**config.mk**
```make
export PLATFORM = sky130hd
export DESIGN_NAME = mux_sel_arbiter
export DESIGN_NICKNAME = d
export VERILOG_FILES = /design/src/rtl/mux_sel_arbiter.sv
export SDC_FILE = /design/constraint.sdc
export NUM_CORES = 1
export LEC_CHECK = 0
export ABC_AREA = 0
export CORE_AREA = 2 2 39 41
export CTS_BUF_LIST = sky130_fd_sc_hd__clkbuf_4 sky130_fd_sc_hd__clkbuf_8
export CTS_CLUSTER_SIZE = 25
export DETAILED_ROUTE_END_ITERATION = 12
export DIE_AREA = 0 0 41 43
export PLACE_DENSITY_LB_ADDON = 0.1
export SKIP_LAST_GASP = 1
export SLEW_MARGIN = 20
export SYNTH_ARGS = -nofsm -noshare
export SYNTH_HDL_FRONTEND = slang
export SYNTH_SLANG_ARGS = --single-unit
```
**constraint.sdc**
```tcl
create_clock -name CLK -period 2 [get_ports CLK]
set_input_delay 0.3 -clock CLK [delete_from_list [all_inputs] [get_ports CLK]]
set_output_delay 0.3 -clock CLK [all_outputs]
set_load 0.01 [all_outputs]
```
**src/rtl/mux_sel_arbiter.sv**
```systemverilog
// Round-robin select generator for a 4:1 mux: grants one requester, drives S1:S0/GNT/VALID.
// Optional forced release after MAX_HOLD cycles when HOLD_TIMEOUT_EN is defined.
module mux_sel_arbiter #(
    parameter int unsigned MAX_HOLD = 8,
    parameter int unsigned CNT_W    = 4
) (
    input  logic       CLK,
    input  logic       RST_N,
    input  logic [3:0] REQ,
    input  logic       DONE,
    output logic       S0,
    output logic       S1,
    output logic [3:0] GNT,
    output logic       VALID,
    output logic       TMO
);

`ifdef HOLD_TIMEOUT_EN
    localparam bit TMO_EN = 1'b1;
`else
    localparam bit TMO_EN = 1'b0;
`endif

    localparam logic [CNT_W-1:0] CNT_MAX = '1;
    localparam logic [CNT_W-1:0] CNT_TMO = CNT_W'(MAX_HOLD - 1);

    typedef enum logic [1:0] {
        ST_IDLE,
        ST_HOLD,
        ST_GAP
    } state_t;

    state_t           state_q, state_d;
    logic [1:0]       sel_q, sel_d;
    logic [1:0]       last_q, last_d;
    logic [CNT_W-1:0] cnt_q, cnt_d;
    logic [3:0]       gnt_q, gnt_d;
    logic             valid_q, valid_d;
    logic             tmo_q, tmo_d;

    logic [1:0]       win;
    logic [1:0]       idx;
    logic             found;
    logic             tmo_hit;
    logic             req_drop;
    logic             rel;

    // Round-robin search starting one past the last winner
    always_comb begin
        win   = last_q;
        idx   = last_q;
        found = 1'b0;
        for (int i = 1; i <= 4; i++) begin
            idx = last_q + 2'(i);
            if (!found && REQ[idx]) begin
                win   = idx;
                found = 1'b1;
            end
        end
    end

    assign tmo_hit  = TMO_EN && (cnt_q == CNT_TMO);
    assign req_drop = ~REQ[sel_q];
    assign rel      = DONE | req_drop | tmo_hit;

    always_comb begin
        state_d = state_q;
        sel_d   = sel_q;
        last_d  = last_q;
        cnt_d   = cnt_q;
        gnt_d   = gnt_q;
        valid_d = valid_q;
        tmo_d   = 1'b0;
        case (state_q)
            ST_IDLE: begin
                if (found) begin
                    sel_d   = win;
                    last_d  = win;
                    gnt_d   = 4'b0001 << win;
                    valid_d = 1'b1;
                    cnt_d   = '0;
                    state_d = ST_HOLD;
                end
            end
            ST_HOLD: begin
                if (rel) begin
                    // Timeout only reported when nothing else ended the grant
                    tmo_d   = tmo_hit & ~DONE & ~req_drop;
                    gnt_d   = '0;
                    valid_d = 1'b0;
                    state_d = ST_GAP;
                end else if (cnt_q != CNT_MAX) begin
                    cnt_d = cnt_q + CNT_W'(1);
                end
            end
            ST_GAP: begin
                state_d = ST_IDLE;
            end
            default: begin
                state_d = ST_IDLE;
            end
        endcase
    end

    always_ff @(posedge CLK) begin
        if (!RST_N) begin
            state_q <= ST_IDLE;
            sel_q   <= 2'b00;
            last_q  <= 2'b11;
            cnt_q   <= '0;
            gnt_q   <= '0;
            valid_q <= 1'b0;
            tmo_q   <= 1'b0;
        end else begin
            state_q <= state_d;
            sel_q   <= sel_d;
            last_q  <= last_d;
            cnt_q   <= cnt_d;
            gnt_q   <= gnt_d;
            valid_q <= valid_d;
            tmo_q   <= tmo_d;
        end
    end

    assign S0    = sel_q[0];
    assign S1    = sel_q[1];
    assign GNT   = gnt_q;
    assign VALID = valid_q;
    assign TMO   = tmo_q;

endmodule
```
======== Word-level counts from Yosys, hierarchy flattened ========
Index checks and enable logic that the tools add are counted.
W data, S select, Z words.
operators by class
  $add $sub $neg .......................... 3
  $lt $le $gt $ge ......................... 5
  equal/unequal tests ..................... 3
  shifts and indexed selects .............. 1
  multiplexer cells ....................... 27
  bitwise operators ....................... 2
  reduce and logical (&&, ||, !) cells .... 11
operator list
  operator               number
  $lt A2 B3 Y1 const B   5
  $mux W2                6
  $mux W1                11
  $bmux W1 S2            5
  $mux W4                2
  $pmux W4 S2            1
  $add A2 B2 Y2 const B  2
  $ne A2 B2 Y1 const B   2
  $pmux W2 S2            1
  $reduce_and A2 Y1      2
  $shl A1 B2 Y4 const A  1
  $logic_and A1 B1 Y1    3
  $logic_not A1 Y1       3
  $reduce_and A3 Y1      1
  $add A2 B1 Y2 const B  1
  $eq A2 B1 Y1 const B   1
  $logic_not A2 Y1       1
  $pmux W1 S2            1
  $reduce_bool A2 Y1     1
  $not A1 Y1             1
  $or A1 B1 Y1           1
word-level totals
  flip-flop bits (word level) ............. 11
  output and inout bits ................... 8

======== Logic depth before layout (Yosys ltp) ========
  depth after elaboration ................. 16
  gate-level depth with buffers ........... 5
  mapped depth without buffers ............ 4

======== Worst setup path after synthesis ========
OpenSTA, ideal clock, no wires.
  path type ............................... in2reg
  start point ............................. in REQ[1]
  end point ............................... reg gnt_q[0] (netlist: GNT[0])
  library setup time ...................... 117 ps
  data arrival time ....................... 1376 ps
  data required time ...................... 1883 ps
  slack ................................... 506 ps
  stages on the path ...................... 4
  path buffers ............................ 0
  path through ............................ or4_4 > and2_4 > and4_4 > a32o_1
between the ends
  word-level cells in the longest chain between the ends .. 15
  elaborated cells between the ends (all ways) .. 32
  classes of those cells .................. eq/ne: 2; shift: 1; mux: 20; bitwise: 2; reduce/logical: 7
RTL lines
  item                           RTL line  text
  start, declared                9         input logic [3:0] REQ,
  $bmux W1 S2                    55        if (!found && REQ[idx]) begin
  $mux W1 (not written as such)  55
  $mux W1                        55
  $logic_not A1 Y1               55
  $logic_and A1 B1 Y1            55
  $mux W1                        55
  $logic_not A1 Y1               55
  $logic_and A1 B1 Y1            55
  $mux W1                        55
  $logic_not A1 Y1               55
  $logic_and A1 B1 Y1            55
  $mux W2                        55
  $shl A1 B2 Y4                  79        gnt_d = 4'b0001 << win;
  $mux W4                        76        if (found) begin
  $pmux W4 S2                    74        case (state_q)
  end signal, assigned           119       gnt_q <= gnt_d;
  end, declared                  37        logic [3:0] gnt_q, gnt_d;
Several ways; a longest one is shown, not always the timed one. The select of a mux whose other input is x is not followed.
A chain may end at the register's enable or synchronous reset.

======== Worst setup path in the final report ========
  start point ............................. in REQ[3]
  end point ............................... reg gnt_q[2] (netlist: GNT[2])
The elaborated chain is that of the path after synthesis.

==> impl_metrics.csv <==
group,metric,value,unit
outcome,outcome,"complete, no violations",
placement,hpwl,875,µm
finish,final_cell_area,743,µm²
sta,post-route-period-util,84.5,%
setup_path,setup.worst_path.class,"primary input to flip-flop",
logic_synthesis,synth_cell_types,28,
setup_path,arrival,1.85,ns
grt,antenna_found_initial,0,
sta,fin_skew,0.00371,ns
logic_synthesis,netlist.area_leader.share,40.7,%
placement,port-buffer-count,13,
sta,rsz0062_at_grt,"no",
drt,postRouteWirelength,1.18,mm
logic_synthesis,synthesis.nets,68,
drt,postRouteAntennaNets,0,
sta,finalSetupViolCount,0,
grt,grt_pass1_vias,475,
sta,final_max_slew_viol_count,0,
logic_synthesis,ys_warn_count,0,
clock_tree,insertion_delay,0.27,ns
drt,drt_iter0_markers,10,
grt,met1_usage,19.4,%
drt,drtPass1Iterations,2,
grt,grt.overflow.total,0,
setup_path,cp-start-kind,"primary input",
sta,setup_tns,0,ns
placement,gp_congestion,0.723,
grt,grt_usage,16.6,%
die,num_rows,14,
die,die_h,43,µm
grt,grt_max_degree,12,
clock_tree,cts_setup_buffers,0,
clock_tree,root_buffer,"clkbuf_4",
clock_tree,numCtsBuffers,3,
logic_synthesis,yosysSeqAreaShare,40.7,%
logic_synthesis,netlist_area,541,µm²
power_and_ir_drop,p_per_area,876,nW/µm²
clock_tree,cts_sinks,11,
setup_path,crit_required,2.16,ns
finish,multiInputGateArea,294,µm²
die,start_util,39.1,%
setup_path,path_cells,"clkdlybuf4s50_1 > or4_4 > and2_4 > and4_4 > a32o_1",
placement,detailed_place.area,713,µm²
sta,whs,0.460,ns
die,design.die.area,1760,µm²
finish,final_common_cell,"clkdlybuf4s50_1",
finish,syn2layout_area_growth,37.5,%
sta,max_freq,592,MHz
sta,finalHoldViolations,0,
power_and_ir_drop,p_leak,0.306,nW
die,core,1380,µm²
setup_path,slowest_stage,"or4_4",
sta,min_period,1.69,ns
finish,final_cells,96,
clock_tree,ctsHoldBuffers,0,
die,num_io_pins,15,
clock_tree,clk_path_buf_depth,2,
drt,wl_per_cell,12.3,µm
worst_hold_path,hp-class,"flip-flop to flip-flop",
drt,drc_errors,0,
setup_path,crit_fanout,4,
clock_tree,ctsResizeCount,0,
drt,vias,496,
clock_tree,path_clk_slew,0.07,ns
logic_synthesis,synth_cells,61,
clock_tree,h-tree-depth,1,
finish,drive_gt1_share,21.3,%
clock_tree,cts_tree,"built",
finish,antenna_cells,0,
placement,place_inst,92,
finish,final_util,53.7,%
setup_path,crit_buf_inv,1,
grt,gr-usage-met2,23.4,%
logic_synthesis,synth_area_leaders,"dfxtp_1 (41%), a32o_1 (7.4%), mux2i_1 (5.6%)",
finish,final_net_count,88,
setup_path,crit_path_end_kind,"flip-flop",
finish,n_fill_cell,134,
grt,met3_usage,4.71,%
job,drv_cap,0,
setup_path,crit_family,"simple AND/OR/NAND/NOR gates",
setup_path,max_stage_delay,0.52,ns
finish,final_cell_mix,"clkdlybuf4s50_1 (13), dfxtp_1 (11), nor2_1 (6), buf_4 (5)",
power_and_ir_drop,ir_drop,0.353,mV
logic_synthesis,yosysTopAreaCell,"dfxtp_1",
finish,regArea,220,µm²
logic_synthesis,syn_avg_cell_area,8.86,µm²
drt,vias_per_cell,5.17,
grt,grt_pass1_wl,1.90,mm
die,fp.dieW,41,µm
grt,busiest_layer,"met2",
logic_synthesis,synth-seq-cells,11,
## cell type report
cell class | instances | area share [%]
Clock buffer | 4 | 4.04
Sequential cell | 11 | 29.6
Tap cell | 16 | 2.69
Timing Repair Buffer | 18 | 22.6
Multi-Input combinational cell | 44 | 39.6
Inverter | 3 | 1.52
## worst paths after layout
path	startpoint	to	slack (ns)	cells after the start
min reg2reg	VALID	VALID	0.46	2
min	VALID	VALID	0.46	2
max reg2reg	last_q[1]	GNT[2]	0.55	3
max	REQ[3]	GNT[2]	0.31	5
## flip-flops by register name, summed over array words and instances, names as in the netlist
register,count
sel_q,2
last_q,2
state_q,2
VALID,1
GNT,4
## worst min-delay path: stages (launching register included)
cell and delay (ns):
dfxtp_1 0.31, nand2_1 0.05, o21bai_1 0.05
## cell usage after synthesis
library cell	count
a21o_1	1
a21o_2	1
a31oi_1	2
a32o_1	4
and2_1	1
and2_4	1
and3_2	1
and4_4	1
buf_4	1
clkbuf_1	2
conb_1	1
dfxtp_1	11
inv_1	3
mux2i_1	3
nand2_1	3
nand2b_1	3
nand3_1	1
nand3b_1	1
nor2_1	6
nor2b_1	1
nor3_1	2
o21ai_0	4
o21bai_1	1
o22ai_1	1
o311a_1	1
or2_2	2
or3b_2	1
or4_4	1
## report_power, final
part | internal [mW] | switching (mW) | leakage, nW | total, mW
clock network | 0.0907 | 0.0737 | 0.0184 | 0.164
registers | 0.252 | 0.0290 | 0.0909 | 0.281
logic | 0.118 | 0.0883 | 0.197 | 0.206
## metal layers
metal	up-vias	wire length, µm
met2	12	521
met1	227	580
met5	-	0
met3	2	64
met4	0	15
li1	255	-
## stage by stage
stage          setup WS [ns]  total power [mW]
6_report               0.310             0.651
5_1_grt                0.284             0.697
4_1_cts                0.324             0.660
3_5_place_dp          0.0413             0.491
3_3_place_gp          0.0430             0.491
2_1_floorplan          0.506             0.397
## logic make-up after synthesis
| group | share of synthesized area (%) |
|---|---|
| buffers and inverters | 4.86 |
| AOI/OAI and AO/OA | 20.8 |
| and+or+nand+nor | 27.3 |
| other | 0.694 |
| DFF | 40.7 |
| muxes | 5.56 |
Note: power is estimated with default switching activity, not from simulation.
